===== config.mk =====
export PLATFORM = sky130hd
export DESIGN_NAME = seq_divider
export DESIGN_NICKNAME = d
export VERILOG_FILES = /design/src/rtl/div_pkg.sv /design/src/rtl/div_mag.sv /design/src/rtl/seq_divider.sv
export SDC_FILE = /design/constraint.sdc
export NUM_CORES = 1
export LEC_CHECK = 0
export ABC_AREA = 0
export BUFFER_PORTS_ARGS = -buffer_cell sky130_fd_sc_hd__buf_2
export CAP_MARGIN = 20
export CELL_PAD_IN_SITES_DETAIL_PLACEMENT = 0
export CELL_PAD_IN_SITES_GLOBAL_PLACEMENT = 2
export CORE_AREA = 5 5 192 194
export DETAILED_ROUTE_END_ITERATION = 8
export DIE_AREA = 0 0 197 199
export PLACE_DENSITY_LB_ADDON = 0.25
export SLEW_MARGIN = 20
export SYNTH_ARGS = -nofsm -noshare
export SYNTH_HDL_FRONTEND = slang
export SYNTH_SLANG_ARGS = --single-unit

===== constraint.sdc =====
create_clock -name clk -period 3.1 [get_ports clk]
set_input_delay 0.31 -clock clk [delete_from_list [all_inputs] [get_ports clk]]
set_output_delay 0.31 -clock clk [all_outputs]
set_load 0.02 [all_outputs]

===== src/rtl/div_pkg.sv =====
// Shared types and helpers for the sequential restoring divider.
package div_pkg;

    typedef logic [1:0] state_t;

    localparam state_t StIdle = 2'd0;
    localparam state_t StCalc = 2'd1;
    localparam state_t StFix  = 2'd2;

    // Bit counter must hold the value WIDTH.
    function automatic int unsigned cnt_width(input int unsigned width);
        return $clog2(width + 1);
    endfunction

    function automatic logic [63:0] dbz_quotient(input int unsigned width);
        return (width >= 64) ? 64'hFFFF_FFFF_FFFF_FFFF : ((64'd1 << width) - 64'd1);
    endfunction

endpackage


===== src/rtl/div_mag.sv =====
// Conditional two's-complement negate, used for operand magnitudes and result sign fix-up.
module div_mag #(
    parameter int unsigned WIDTH = 32
) (
    input  logic [WIDTH-1:0] in_val,
    input  logic             neg,
    output logic [WIDTH-1:0] out_val
);

    assign out_val = neg ? ((~in_val) + WIDTH'(1)) : in_val;

endmodule


===== src/rtl/seq_divider.sv =====
// Multi-cycle restoring divider, one quotient bit per clock, signed or unsigned.
// Optional divide-by-zero fast path and flag when SEQ_DIVIDER_DBZ_EN is defined.
module seq_divider
    import div_pkg::*;
#(
    parameter int unsigned WIDTH = 32
) (
    input  logic             clk,
    input  logic             rst_n,
    input  logic             start,
    input  logic             sign,
    input  logic [WIDTH-1:0] dividend,
    input  logic [WIDTH-1:0] divisor,
    output logic             busy,
    output logic             done,
    output logic [WIDTH-1:0] quotient,
    output logic [WIDTH-1:0] remainder,
    output logic             dbz
);

    localparam int unsigned CntW = cnt_width(WIDTH);

    state_t            state_q, state_d;
    logic [CntW-1:0]   cnt_q, cnt_d;
    logic [WIDTH:0]    rem_q, rem_d;
    logic [WIDTH-1:0]  acc_q, acc_d;
    logic [WIDTH-1:0]  dvs_q, dvs_d;
    logic              qneg_q, qneg_d;
    logic              rneg_q, rneg_d;
    logic              done_q, done_d;
    logic [WIDTH-1:0]  quotient_q, quotient_d;
    logic [WIDTH-1:0]  remainder_q, remainder_d;

    logic [WIDTH-1:0]  dvd_mag, dvs_mag, q_fix, r_fix;
    logic [WIDTH+1:0]  shifted;
    logic [WIDTH:0]    diff;
    logic              fits;

    div_mag #(.WIDTH(WIDTH)) u_mag_dvd (
        .in_val (dividend),
        .neg    (sign & dividend[WIDTH-1]),
        .out_val(dvd_mag)
    );

    div_mag #(.WIDTH(WIDTH)) u_mag_dvs (
        .in_val (divisor),
        .neg    (sign & divisor[WIDTH-1]),
        .out_val(dvs_mag)
    );

    div_mag #(.WIDTH(WIDTH)) u_fix_q (
        .in_val (acc_q),
        .neg    (qneg_q),
        .out_val(q_fix)
    );

    div_mag #(.WIDTH(WIDTH)) u_fix_r (
        .in_val (rem_q[WIDTH-1:0]),
        .neg    (rneg_q),
        .out_val(r_fix)
    );

    // Restoring step: partial remainder shifted with the next dividend bit, then trial subtract.
    assign shifted = {rem_q, acc_q[WIDTH-1]};
    assign fits    = (shifted >= {2'b00, dvs_q});
    assign diff    = shifted[WIDTH:0] - {1'b0, dvs_q};

`ifdef SEQ_DIVIDER_DBZ_EN
    localparam logic [WIDTH-1:0] DbzQuot = WIDTH'(dbz_quotient(WIDTH));
    logic dbz_pend_q, dbz_pend_d;
    logic dbz_q, dbz_d;
`endif

    always_comb begin
        state_d     = state_q;
        cnt_d       = cnt_q;
        rem_d       = rem_q;
        acc_d       = acc_q;
        dvs_d       = dvs_q;
        qneg_d      = qneg_q;
        rneg_d      = rneg_q;
        done_d      = 1'b0;
        quotient_d  = quotient_q;
        remainder_d = remainder_q;
`ifdef SEQ_DIVIDER_DBZ_EN
        dbz_pend_d  = dbz_pend_q;
        dbz_d       = dbz_q;
`endif
        case (state_q)
            StIdle: begin
                if (start) begin
                    rem_d   = '0;
                    acc_d   = dvd_mag;
                    dvs_d   = dvs_mag;
                    qneg_d  = sign & (dividend[WIDTH-1] ^ divisor[WIDTH-1]);
                    rneg_d  = sign & dividend[WIDTH-1];
                    cnt_d   = CntW'(WIDTH);
                    state_d = StCalc;
`ifdef SEQ_DIVIDER_DBZ_EN
                    dbz_pend_d = (divisor == '0);
                    if (divisor == '0) begin
                        // Preload the final result so FIX passes it through unchanged.
                        acc_d   = DbzQuot;
                        rem_d   = {1'b0, dividend};
                        qneg_d  = 1'b0;
                        rneg_d  = 1'b0;
                        state_d = StFix;
                    end
`endif
                end
            end
            StCalc: begin
                rem_d = fits ? diff : shifted[WIDTH:0];
                acc_d = {acc_q[WIDTH-2:0], fits};
                cnt_d = cnt_q - CntW'(1);
                if (cnt_q == CntW'(1)) begin
                    state_d = StFix;
                end
            end
            StFix: begin
                quotient_d  = q_fix;
                remainder_d = r_fix;
                done_d      = 1'b1;
                state_d     = StIdle;
`ifdef SEQ_DIVIDER_DBZ_EN
                dbz_d       = dbz_pend_q;
`endif
            end
            default: state_d = StIdle;
        endcase
    end

    always_ff @(posedge clk or negedge rst_n) begin
        if (!rst_n) begin
            state_q     <= StIdle;
            cnt_q       <= '0;
            rem_q       <= '0;
            acc_q       <= '0;
            dvs_q       <= '0;
            qneg_q      <= 1'b0;
            rneg_q      <= 1'b0;
            done_q      <= 1'b0;
            quotient_q  <= '0;
            remainder_q <= '0;
        end else begin
            state_q     <= state_d;
            cnt_q       <= cnt_d;
            rem_q       <= rem_d;
            acc_q       <= acc_d;
            dvs_q       <= dvs_d;
            qneg_q      <= qneg_d;
            rneg_q      <= rneg_d;
            done_q      <= done_d;
            quotient_q  <= quotient_d;
            remainder_q <= remainder_d;
        end
    end

`ifdef SEQ_DIVIDER_DBZ_EN
    always_ff @(posedge clk or negedge rst_n) begin
        if (!rst_n) begin
            dbz_pend_q <= 1'b0;
            dbz_q      <= 1'b0;
        end else begin
            dbz_pend_q <= dbz_pend_d;
            dbz_q      <= dbz_d;
        end
    end
    assign dbz = dbz_q;
`else
    assign dbz = 1'b0;
`endif

    assign busy      = (state_q != StIdle);
    assign done      = done_q;
    assign quotient  = quotient_q;
    assign remainder = remainder_q;

endmodule


==> impl_metrics.xml, run 1 <==
<?xml version="1.0" encoding="UTF-8"?>
<metrics>
  <group name="outcome">
    <metric name="outcome" unit="">finished clean</metric>
  </group>
  <group name="yosys">
    <metric name="top_count_cell_post_synth" unit="">sky130_fd_sc_hd__o21ai_0</metric>
    <metric name="mappedNetlistNets" unit="">1402</metric>
    <metric name="yosysWarnings" unit="">0</metric>
    <metric name="total_of_flip_flops_plus_latches_after_synthesis" unit="">172</metric>
    <metric name="synth-main-ff-cell" unit="">sky130_fd_sc_hd__dfrtp_1</metric>
    <metric name="synth_cell_types" unit="">64</metric>
    <metric name="synth_sequential_area_ratio" unit="%">39.3</metric>
    <metric name="synth_area_leader_cell" unit="">sky130_fd_sc_hd__dfrtp_1</metric>
    <metric name="synth_top_cells_by_count" unit="">sky130_fd_sc_hd__o21ai_0 (200), sky130_fd_sc_hd__dfrtp_1 (172), sky130_fd_sc_hd__nand2_1 (160), sky130_fd_sc_hd__xor2_1 (87), sky130_fd_sc_hd__a21oi_1 (78)</metric>
    <metric name="synth_edf_count" unit="">0</metric>
    <metric name="post_synth.cell_area_avg" unit="um^2">8.46</metric>
    <metric name="synthesis.instances" unit="">1295</metric>
    <metric name="synthesis.area" unit="um^2">11000</metric>
    <metric name="synth_top_cells_by_area" unit="">sky130_fd_sc_hd__dfrtp_1 (39%), sky130_fd_sc_hd__o21ai_0 (9.1%), sky130_fd_sc_hd__xor2_1 (7.0%)</metric>
    <metric name="synth_top_area_share" unit="%">39.3</metric>
    <metric name="synth-async-reset-ratio" unit="%">100</metric>
  </group>
  <group name="route">
    <metric name="wl_per_cell" unit="um">17.4</metric>
    <metric name="vias" unit="">9733</metric>
    <metric name="remaining_drc_errors" unit="">0</metric>
    <metric name="vias_per_cell" unit="">5.01</metric>
    <metric name="drt_iter0_markers" unit="">457</metric>
    <metric name="drt.antenna.violating_nets" unit="">0</metric>
    <metric name="drt-pass1-iter-count" unit="">5</metric>
    <metric name="drt_wl_total" unit="mm">33.7</metric>
  </group>
  <group name="finish">
    <metric name="final_standard_cell_count_with_taps_included_and_fillers_excluded" unit="">1943</metric>
    <metric name="finalCoreUtilization" unit="%">38.5</metric>
    <metric name="synthToLayoutAreaGrowth" unit="%">23.0</metric>
    <metric name="ratio_of_cells_with_drive_above_1_in_the_final_layout" unit="%">19.5</metric>
    <metric name="num-nets-final" unit="">1575</metric>
  </group>
  <group name="sta">
    <metric name="finalHoldViolCount" unit="">0</metric>
    <metric name="setup_total_negative_slack" unit="ns">0</metric>
    <metric name="slew_headroom" unit="%">38.8</metric>
    <metric name="clock-skew-final" unit="ns">0.0126</metric>
    <metric name="timing_max_transition_violations_final" unit="">0</metric>
    <metric name="setup_viol_count_final" unit="">0</metric>
    <metric name="worst-slew-pin-transition" unit="ns">0.918</metric>
    <metric name="maxClockFrequency" unit="MHz">335</metric>
    <metric name="timing.final.crit_share" unit="%">96.2</metric>
    <metric name="finalCriticalPeriod" unit="ns">2.98</metric>
    <metric name="setup_repair_after_global_routing_missed_its_margin" unit="">true</metric>
  </group>
  <group name="global_routing">
    <metric name="globalRouteOverflowTotal" unit="">0</metric>
    <metric name="number_of_global_route_vias_before_repair" unit="">9402</metric>
    <metric name="antenna_violations_before_repair" unit="">2</metric>
    <metric name="grt_usage" unit="%">17.0</metric>
    <metric name="grt_first_pass_wirelength" unit="mm">53.3</metric>
    <metric name="grt_start_max_net_pins" unit="">81</metric>
  </group>
  <group name="pwr">
    <metric name="combPwrFrac" unit="%">60.4</metric>
    <metric name="totalPowerFinal" unit="mW">16.1</metric>
    <metric name="part_of_the_power_in_the_clock_network" unit="%">13.9</metric>
    <metric name="share_seq_of_total_power" unit="%">25.7</metric>
    <metric name="power.ir.vdd_worst" unit="mV">0.555</metric>
    <metric name="internal-power" unit="mW">8.57</metric>
    <metric name="areal_power_density_over_the_cells" unit="nW/um^2">1190</metric>
    <metric name="switching_power" unit="mW">7.48</metric>
    <metric name="switch_share" unit="%">46.6</metric>
    <metric name="p_leak" unit="nW">5.94</metric>
  </group>
  <group name="clocking">
    <metric name="clockBufferDepth" unit="">2</metric>
    <metric name="tritoncts" unit="">built</metric>
    <metric name="cts.clk_slew.worst_paths" unit="ns">0.08</metric>
    <metric name="cts_num_sinks" unit="">172</metric>
    <metric name="cts_htree_levels" unit="">4</metric>
    <metric name="clockRootBuffer" unit="">sky130_fd_sc_hd__clkbuf_16</metric>
    <metric name="worstSkewPairLatency" unit="ns">0.44</metric>
    <metric name="clock_buffer_count_from_cts" unit="">17</metric>
  </group>
  <group name="setup_path">
    <metric name="critical_path_peak_fanout" unit="">7</metric>
    <metric name="kind_of_launch_point_of_the_worst_setup_path" unit="">flip-flop</metric>
    <metric name="r2r_cells" unit="">15</metric>
    <metric name="worst-endpoint-arrival" unit="ns">3.29</metric>
    <metric name="criticalPathCategory" unit="">reg -&gt; reg</metric>
    <metric name="timing.critical_path.required" unit="ns">3.41</metric>
    <metric name="nature_of_the_critical_path_endpoint" unit="">flip-flop</metric>
  </group>
  <group name="run">
    <metric name="cap_viol_max_count" unit="">0</metric>
  </group>
  <group name="placed_design">
    <metric name="dp.final_hpwl" unit="mm">25.6</metric>
    <metric name="dp.cells" unit="">1902</metric>
    <metric name="gp_routability_congestion" unit="">0.859</metric>
    <metric name="io_buffer_count" unit="">133</metric>
  </group>
  <group name="min_path">
    <metric name="hold_path_depth" unit="">3</metric>
    <metric name="holdCritPathClass" unit="">in -&gt; reg</metric>
  </group>
  <group name="floorplan">
    <metric name="dieArea" unit="um^2">39200</metric>
    <metric name="io_pins" unit="">135</metric>
    <metric name="die_height" unit="um">199</metric>
    <metric name="placement_rows" unit="">69</metric>
    <metric name="floorplan.initialDensity" unit="%">31.3</metric>
    <metric name="design.core.area" unit="um^2">35100</metric>
    <metric name="fp.dieW" unit="um">197</metric>
  </group>
</metrics>
critical path, stage by stage, from the launching register on:
cell,delay [ns]
sky130_fd_sc_hd__dfrtp_1,0.39
sky130_fd_sc_hd__inv_2,0.07
sky130_fd_sc_hd__ha_2,0.17
sky130_fd_sc_hd__inv_1,0.06
sky130_fd_sc_hd__fa_2,0.42
sky130_fd_sc_hd__a211oi_4,0.25
sky130_fd_sc_hd__o21bai_2,0.11
sky130_fd_sc_hd__nand3b_1,0.17
sky130_fd_sc_hd__a21oi_4,0.10
sky130_fd_sc_hd__a211o_1,0.35
sky130_fd_sc_hd__a21oi_4,0.19
sky130_fd_sc_hd__buf_12,0.16
sky130_fd_sc_hd__clkbuf_16,0.15
sky130_fd_sc_hd__nor2_1,0.04
sky130_fd_sc_hd__a21oi_1,0.12
sky130_fd_sc_hd__o21ai_0,0.09
repair_timing:
action,CTS,global route
setup endpoints to repair,23,42
resized for setup,3,26
pin swaps,2,8
cloned,1,2
buffers inserted,2,2
hold buffers,1,0
hold endpoints to repair,76,0
logic make-up after synthesis:
family	Yosys count	synth area share [%]
AOI/OAI and AO/OA	419	22.5
and+or+nand+nor	382	16.6
DFF	172	39.3
xor gates and xnor gates	147	11.7
buffers and inverters	124	4.29
adders and majority gates	39	4.52
muxes	11	1.00
other	1	0.0342
power by group through the flow:
stage	Combinational [mW]	Clock (mW)	Sequential (mW)
CTS	9.41	2.31	4.11
floorplan	5.98	0	4.19
global route	10.9	2.37	4.27
detailed placement	9.18	0	4.15
global placement	9.16	0	4.13
finish	9.70	2.23	4.12
through the flow:
stage	instance area (um^2)	setup slack (ns)	hold WS [ns]
after floorplan	11000	0.0204	0.0144
after global placement	12600	0.0411	0.402
after detailed placement	12600	-0.0580	0.400
after CTS	13300	0.00834	0.142
after global routing	13500	-0.0211	0.165
final	13500	0.118	0.162
flip-flops by register name, summed over array words and instances (netlist names):
register,cells
cnt_q,6
done,1
dvs_q,32
rneg_q,1
remainder,32
quotient,32
state_q,2
acc_q,32
qneg_q,1
rem_q,33
area by class of cell:
| type | count | area (um^2) |
|---|---|---|
| antenna | 1 | 2.50 |
| clock buffer | 18 | 439 |
| clock inverter | 14 | 168 |
| fill | 3746 | 21600 |
| inverter | 55 | 206 |
| multi-input combinational | 999 | 6310 |
| sequential | 172 | 4300 |
| tap | 461 | 577 |
| timing repair buffer | 223 | 1470 |
per-layer routing:
| layer | vias to the layer above | GRT usage (%) | share of wire (%) | routed length (um) |
|---|---|---|---|---|
| li1 | 4948 | - | - | - |
| met1 | 4599 | 27.5 | 55 | 18500 |
| met2 | 169 | 23.3 | 40 | 13500 |
| met3 | 17 | 3.07 | 4.2 | 1430 |
| met4 | 0 | 3.18 | 0.76 | 255 |
| met5 | - | 0 | 0 | 0 |
final timing paths:
kind	slack (ns)	end	start
min in group asynchronous	0.44	dvs_q[9]$_DFFE_PN0P_	rst_n
worst min register to register	0.47	quotient[3]$_DFFE_PN0P_	quotient[3]$_DFFE_PN0P_
worst max register to register	0.12	rem_q[0]$_DFFE_PN0P_	acc_q[31]$_DFFE_PN0P_
worst min-delay path	0.16	dvs_q[31]$_DFFE_PN0P_	divisor[31]
worst max-delay path	0.12	rem_q[0]$_DFFE_PN0P_	acc_q[31]$_DFFE_PN0P_
max in group asynchronous	1.77	acc_q[19]$_DFFE_PN0P_	rst_n
layout by cell type (no fill, tap or decap), types with 17 or more instances in the layout:
cell type                   Yosys  layout
sky130_fd_sc_hd__xor2_1        87      87
sky130_fd_sc_hd__a21o_1        17      17
sky130_fd_sc_hd__o21ai_1       10      18
sky130_fd_sc_hd__nand3_1       42      42
sky130_fd_sc_hd__clkbuf_16      0      19
sky130_fd_sc_hd__a22oi_1       32      32
sky130_fd_sc_hd__inv_1         55      54
sky130_fd_sc_hd__nor2_1        69      68
sky130_fd_sc_hd__dfrtp_1      172     172
sky130_fd_sc_hd__ha_1          38      36
sky130_fd_sc_hd__a21oi_1       78      75
sky130_fd_sc_hd__buf_4          1      81
sky130_fd_sc_hd__buf_2          0     132
sky130_fd_sc_hd__xnor2_1       60      60
sky130_fd_sc_hd__nand2_1      160     159
sky130_fd_sc_hd__o31ai_1       21      20
sky130_fd_sc_hd__o21ai_0      200     192
Note: power is estimated with default switching activity, not from simulation.
==> inputs of run 2 (changes only) <==
- BUFFER_PORTS_ARGS: -buffer_cell sky130_fd_sc_hd__buf_2 -> unset
- CORE_AREA: 5 5 192 194 -> 5 5 183 185
- DIE_AREA: 0 0 197 199 -> 0 0 188 190
- DONT_BUFFER_PORTS: unset -> 1
- PLACE_DENSITY_LB_ADDON: 0.25 -> 0.3
- RECOVER_POWER: unset -> 50
==> run 2 against run 1 <==
  * The flow now finishes with violations (negative hold slack)
  * Final area decreased by 6.4%
  * Non-clock buffer count shrank 147
  * Total power decreased by 2.8%
  * Clock skew grew 0.00055 ns
  * Largest cell class unchanged
  * Global-route usage is 1.1 points higher
==> impl_metrics.xml, run 2 (same netlist as run 1, synthesis figures left out) <==
<?xml version="1.0" encoding="UTF-8"?>
<metrics>
  <group name="clocking">
    <metric name="clock_buffer_count_from_cts" unit="">17</metric>
    <metric name="cts_num_sinks" unit="">172</metric>
    <metric name="cts.clk_slew.worst_paths" unit="ns">0.07</metric>
    <metric name="worstSkewPairLatency" unit="ns">0.44</metric>
    <metric name="cts_htree_levels" unit="">4</metric>
    <metric name="clockRootBuffer" unit="">sky130_fd_sc_hd__clkbuf_16</metric>
    <metric name="tritoncts" unit="">built</metric>
    <metric name="clockBufferDepth" unit="">2</metric>
    <metric name="cts-hold-fix-buffers" unit="">2</metric>
  </group>
  <group name="sta">
    <metric name="timing_max_transition_violations_final" unit="">0</metric>
    <metric name="timing.final.crit_share" unit="%">96.7</metric>
    <metric name="clock-skew-final" unit="ns">0.0131</metric>
    <metric name="final_critical_path_setup_slack" unit="ns">0.102</metric>
    <metric name="finalHoldWorstSlack" unit="ns">-0.433</metric>
    <metric name="setup_repair_after_global_routing_missed_its_margin" unit="">true</metric>
    <metric name="finalHoldViolCount" unit="">172</metric>
    <metric name="setup_viol_count_final" unit="">0</metric>
    <metric name="finalCriticalPeriod" unit="ns">3.00</metric>
    <metric name="slew_headroom" unit="%">25.8</metric>
    <metric name="maxClockFrequency" unit="MHz">334</metric>
    <metric name="worst-slew-pin-transition" unit="ns">1.11</metric>
  </group>
  <group name="finish">
    <metric name="finalCoreUtilization" unit="%">39.6</metric>
    <metric name="nFillCells" unit="">3253</metric>
    <metric name="register_with_the_most_flip_flops" unit="">rem_q</metric>
    <metric name="ratio_of_cells_with_drive_above_1_in_the_final_layout" unit="%">10.7</metric>
    <metric name="multi_input_comb_area" unit="um^2">6320</metric>
    <metric name="most_frequent_standard_cell_in_the_layout_excluding_fill_and_tap_cells" unit="">sky130_fd_sc_hd__o21ai_0</metric>
    <metric name="synthToLayoutAreaGrowth" unit="%">15.1</metric>
    <metric name="largest_register_ff_count" unit="">33</metric>
    <metric name="layout.area.seq" unit="um^2">4300</metric>
    <metric name="num-nets-final" unit="">1428</metric>
    <metric name="commonest_cells_after_routing_fill_and_taps_aside" unit="">sky130_fd_sc_hd__o21ai_0 (194), sky130_fd_sc_hd__dfrtp_1 (172), sky130_fd_sc_hd__nand2_1 (159)</metric>
  </group>
  <group name="pwr">
    <metric name="share_seq_of_total_power" unit="%">28.4</metric>
    <metric name="p_leak" unit="nW">5.33</metric>
    <metric name="areal_power_density_over_the_cells" unit="nW/um^2">1240</metric>
    <metric name="power.ir.vdd_worst" unit="mV">0.547</metric>
    <metric name="switching_power" unit="mW">7.31</metric>
    <metric name="switch_share" unit="%">46.8</metric>
    <metric name="internal-power" unit="mW">8.31</metric>
    <metric name="combPwrFrac" unit="%">57.7</metric>
    <metric name="part_of_the_power_in_the_clock_network" unit="%">13.9</metric>
    <metric name="totalPowerFinal" unit="mW">15.6</metric>
  </group>
  <group name="route">
    <metric name="vias" unit="">9196</metric>
    <metric name="vias_per_cell" unit="">5.28</metric>
    <metric name="remaining_drc_errors" unit="">0</metric>
    <metric name="drt_wl_total" unit="mm">32.7</metric>
    <metric name="wl_per_cell" unit="um">18.8</metric>
    <metric name="drt-pass1-iter-count" unit="">5</metric>
    <metric name="drt.antenna.violating_nets" unit="">0</metric>
    <metric name="drt_iter0_markers" unit="">493</metric>
  </group>
  <group name="outcome">
    <metric name="violations" unit="">negative hold slack</metric>
    <metric name="outcome" unit="">finished with violations</metric>
  </group>
  <group name="placed_design">
    <metric name="dp.final_hpwl" unit="mm">24.0</metric>
    <metric name="gp_routability_congestion" unit="">0.838</metric>
    <metric name="place_worst_setup_slack" unit="ns">-0.0111</metric>
    <metric name="io_buffer_count" unit="">0</metric>
  </group>
  <group name="setup_path">
    <metric name="path_cells" unit="">or4_1, or4_4, or4_4, or4_4, o31ai_2, xor2_1, o21ai_1</metric>
    <metric name="regToRegSetupSlack" unit="ns">0.10</metric>
    <metric name="cpMostUsedCell" unit="">sky130_fd_sc_hd__or4_4</metric>
    <metric name="timing.critical_path.slowest_stage_cell" unit="">sky130_fd_sc_hd__or4_1</metric>
    <metric name="critical_path_peak_fanout" unit="">5</metric>
    <metric name="critical_path.max_stage_delay" unit="ns">0.56</metric>
    <metric name="kind_of_launch_point_of_the_worst_setup_path" unit="">flip-flop</metric>
    <metric name="timing.critical_path.required" unit="ns">3.41</metric>
    <metric name="worst-endpoint-arrival" unit="ns">3.31</metric>
    <metric name="nature_of_the_critical_path_endpoint" unit="">flip-flop</metric>
    <metric name="criticalPathCategory" unit="">reg -&gt; reg</metric>
  </group>
  <group name="floorplan">
    <metric name="design.core.area" unit="um^2">31900</metric>
    <metric name="floorplan.initialDensity" unit="%">34.4</metric>
    <metric name="fp.dieW" unit="um">188</metric>
    <metric name="placement_rows" unit="">66</metric>
    <metric name="io_pins" unit="">135</metric>
    <metric name="die_height" unit="um">190</metric>
    <metric name="dieArea" unit="um^2">35700</metric>
  </group>
  <group name="global_routing">
    <metric name="grt_usage" unit="%">18.0</metric>
    <metric name="number_of_global_route_vias_before_repair" unit="">8852</metric>
    <metric name="grt_start_max_net_pins" unit="">173</metric>
    <metric name="antenna_violations_before_repair" unit="">0</metric>
    <metric name="grt_first_pass_wirelength" unit="mm">51.7</metric>
    <metric name="globalRouteOverflowTotal" unit="">0</metric>
  </group>
  <group name="min_path">
    <metric name="holdCritPathClass" unit="">in -&gt; async</metric>
  </group>
  <group name="run">
    <metric name="cap_viol_max_count" unit="">0</metric>
  </group>
</metrics>
## run 2: cell type report
class                      instances  area share (%)
sequential                       172            34.1
clock buffer                      17            3.37
tap                              408            4.04
timing repair buffer              76            5.52
multi-input combinational        999            50.1
clock inverter                    14            1.21
antenna                            1          0.0198
inverter                          55            1.64
## run 2: per-stage QoR
step                      cell area, um^2  cells  setup TNS (ns)
after global routing                12600   1741          -0.335
final                               12600   1742               0
after global placement              11800   1699               0
after floorplan                     11000   1295               0
after detailed placement            11800   1699         -0.0111
after CTS                           12400   1735               0
## run 2: metal layers
layer	up-vias	part of all wire, %	global-route usage, %
met3	24	5.3	3.83
met1	4315	53	29.0
met2	201	40	24.4
met4	0	1.1	3.67
li1	4656	-	-
met5	-	0	0
## run 2: final timing paths
path                                      startpoint                       end  cells past startpoint
worst max-delay path            acc_q[1]$_DFFE_PN0P_  quotient[27]$_DFFE_PN0P_                      7
worst min-delay path                           rst_n     dvs_q[13]$_DFFE_PN0P_                      0
worst max register to register  acc_q[1]$_DFFE_PN0P_  quotient[27]$_DFFE_PN0P_                      7
worst min register to register  dvs_q[7]$_DFFE_PN0P_      dvs_q[7]$_DFFE_PN0P_                      2
max in group asynchronous                      rst_n      rem_q[3]$_DFFE_PN0P_                      0
min in group clk                         dividend[0]      acc_q[0]$_DFFE_PN0P_                      2
## run 2: power by group through the flow
stage / logic [mW] / registers, mW / clock network, mW
after CTS: 8.64 / 4.40 / 2.23
after global placement: 8.42 / 4.41 / 0
final: 9.02 / 4.43 / 2.17
after global routing: 10.2 / 4.57 / 2.32
after floorplan: 5.98 / 4.19 / 0
after detailed placement: 8.48 / 4.45 / 0
## run 2: timing repair
action / 4_1_cts / 5_1_grt
gates cloned: 1 / 3
hold endpoints to repair: 174 / 172
setup buffers: 2 / 3
pin swaps: 2 / 9
endpoints found under the setup margin: 9 / 44
gates resized for setup: 1 / 29
## run 2: critical path: cells and delay by family, from the launching register on
kind             cells  cell delay [ns]
AO/OA/AOI/OAI        2             0.34
flip-flops           1             0.43
XOR/XNOR             1             0.17
AND/OR/NAND/NOR      4             1.94
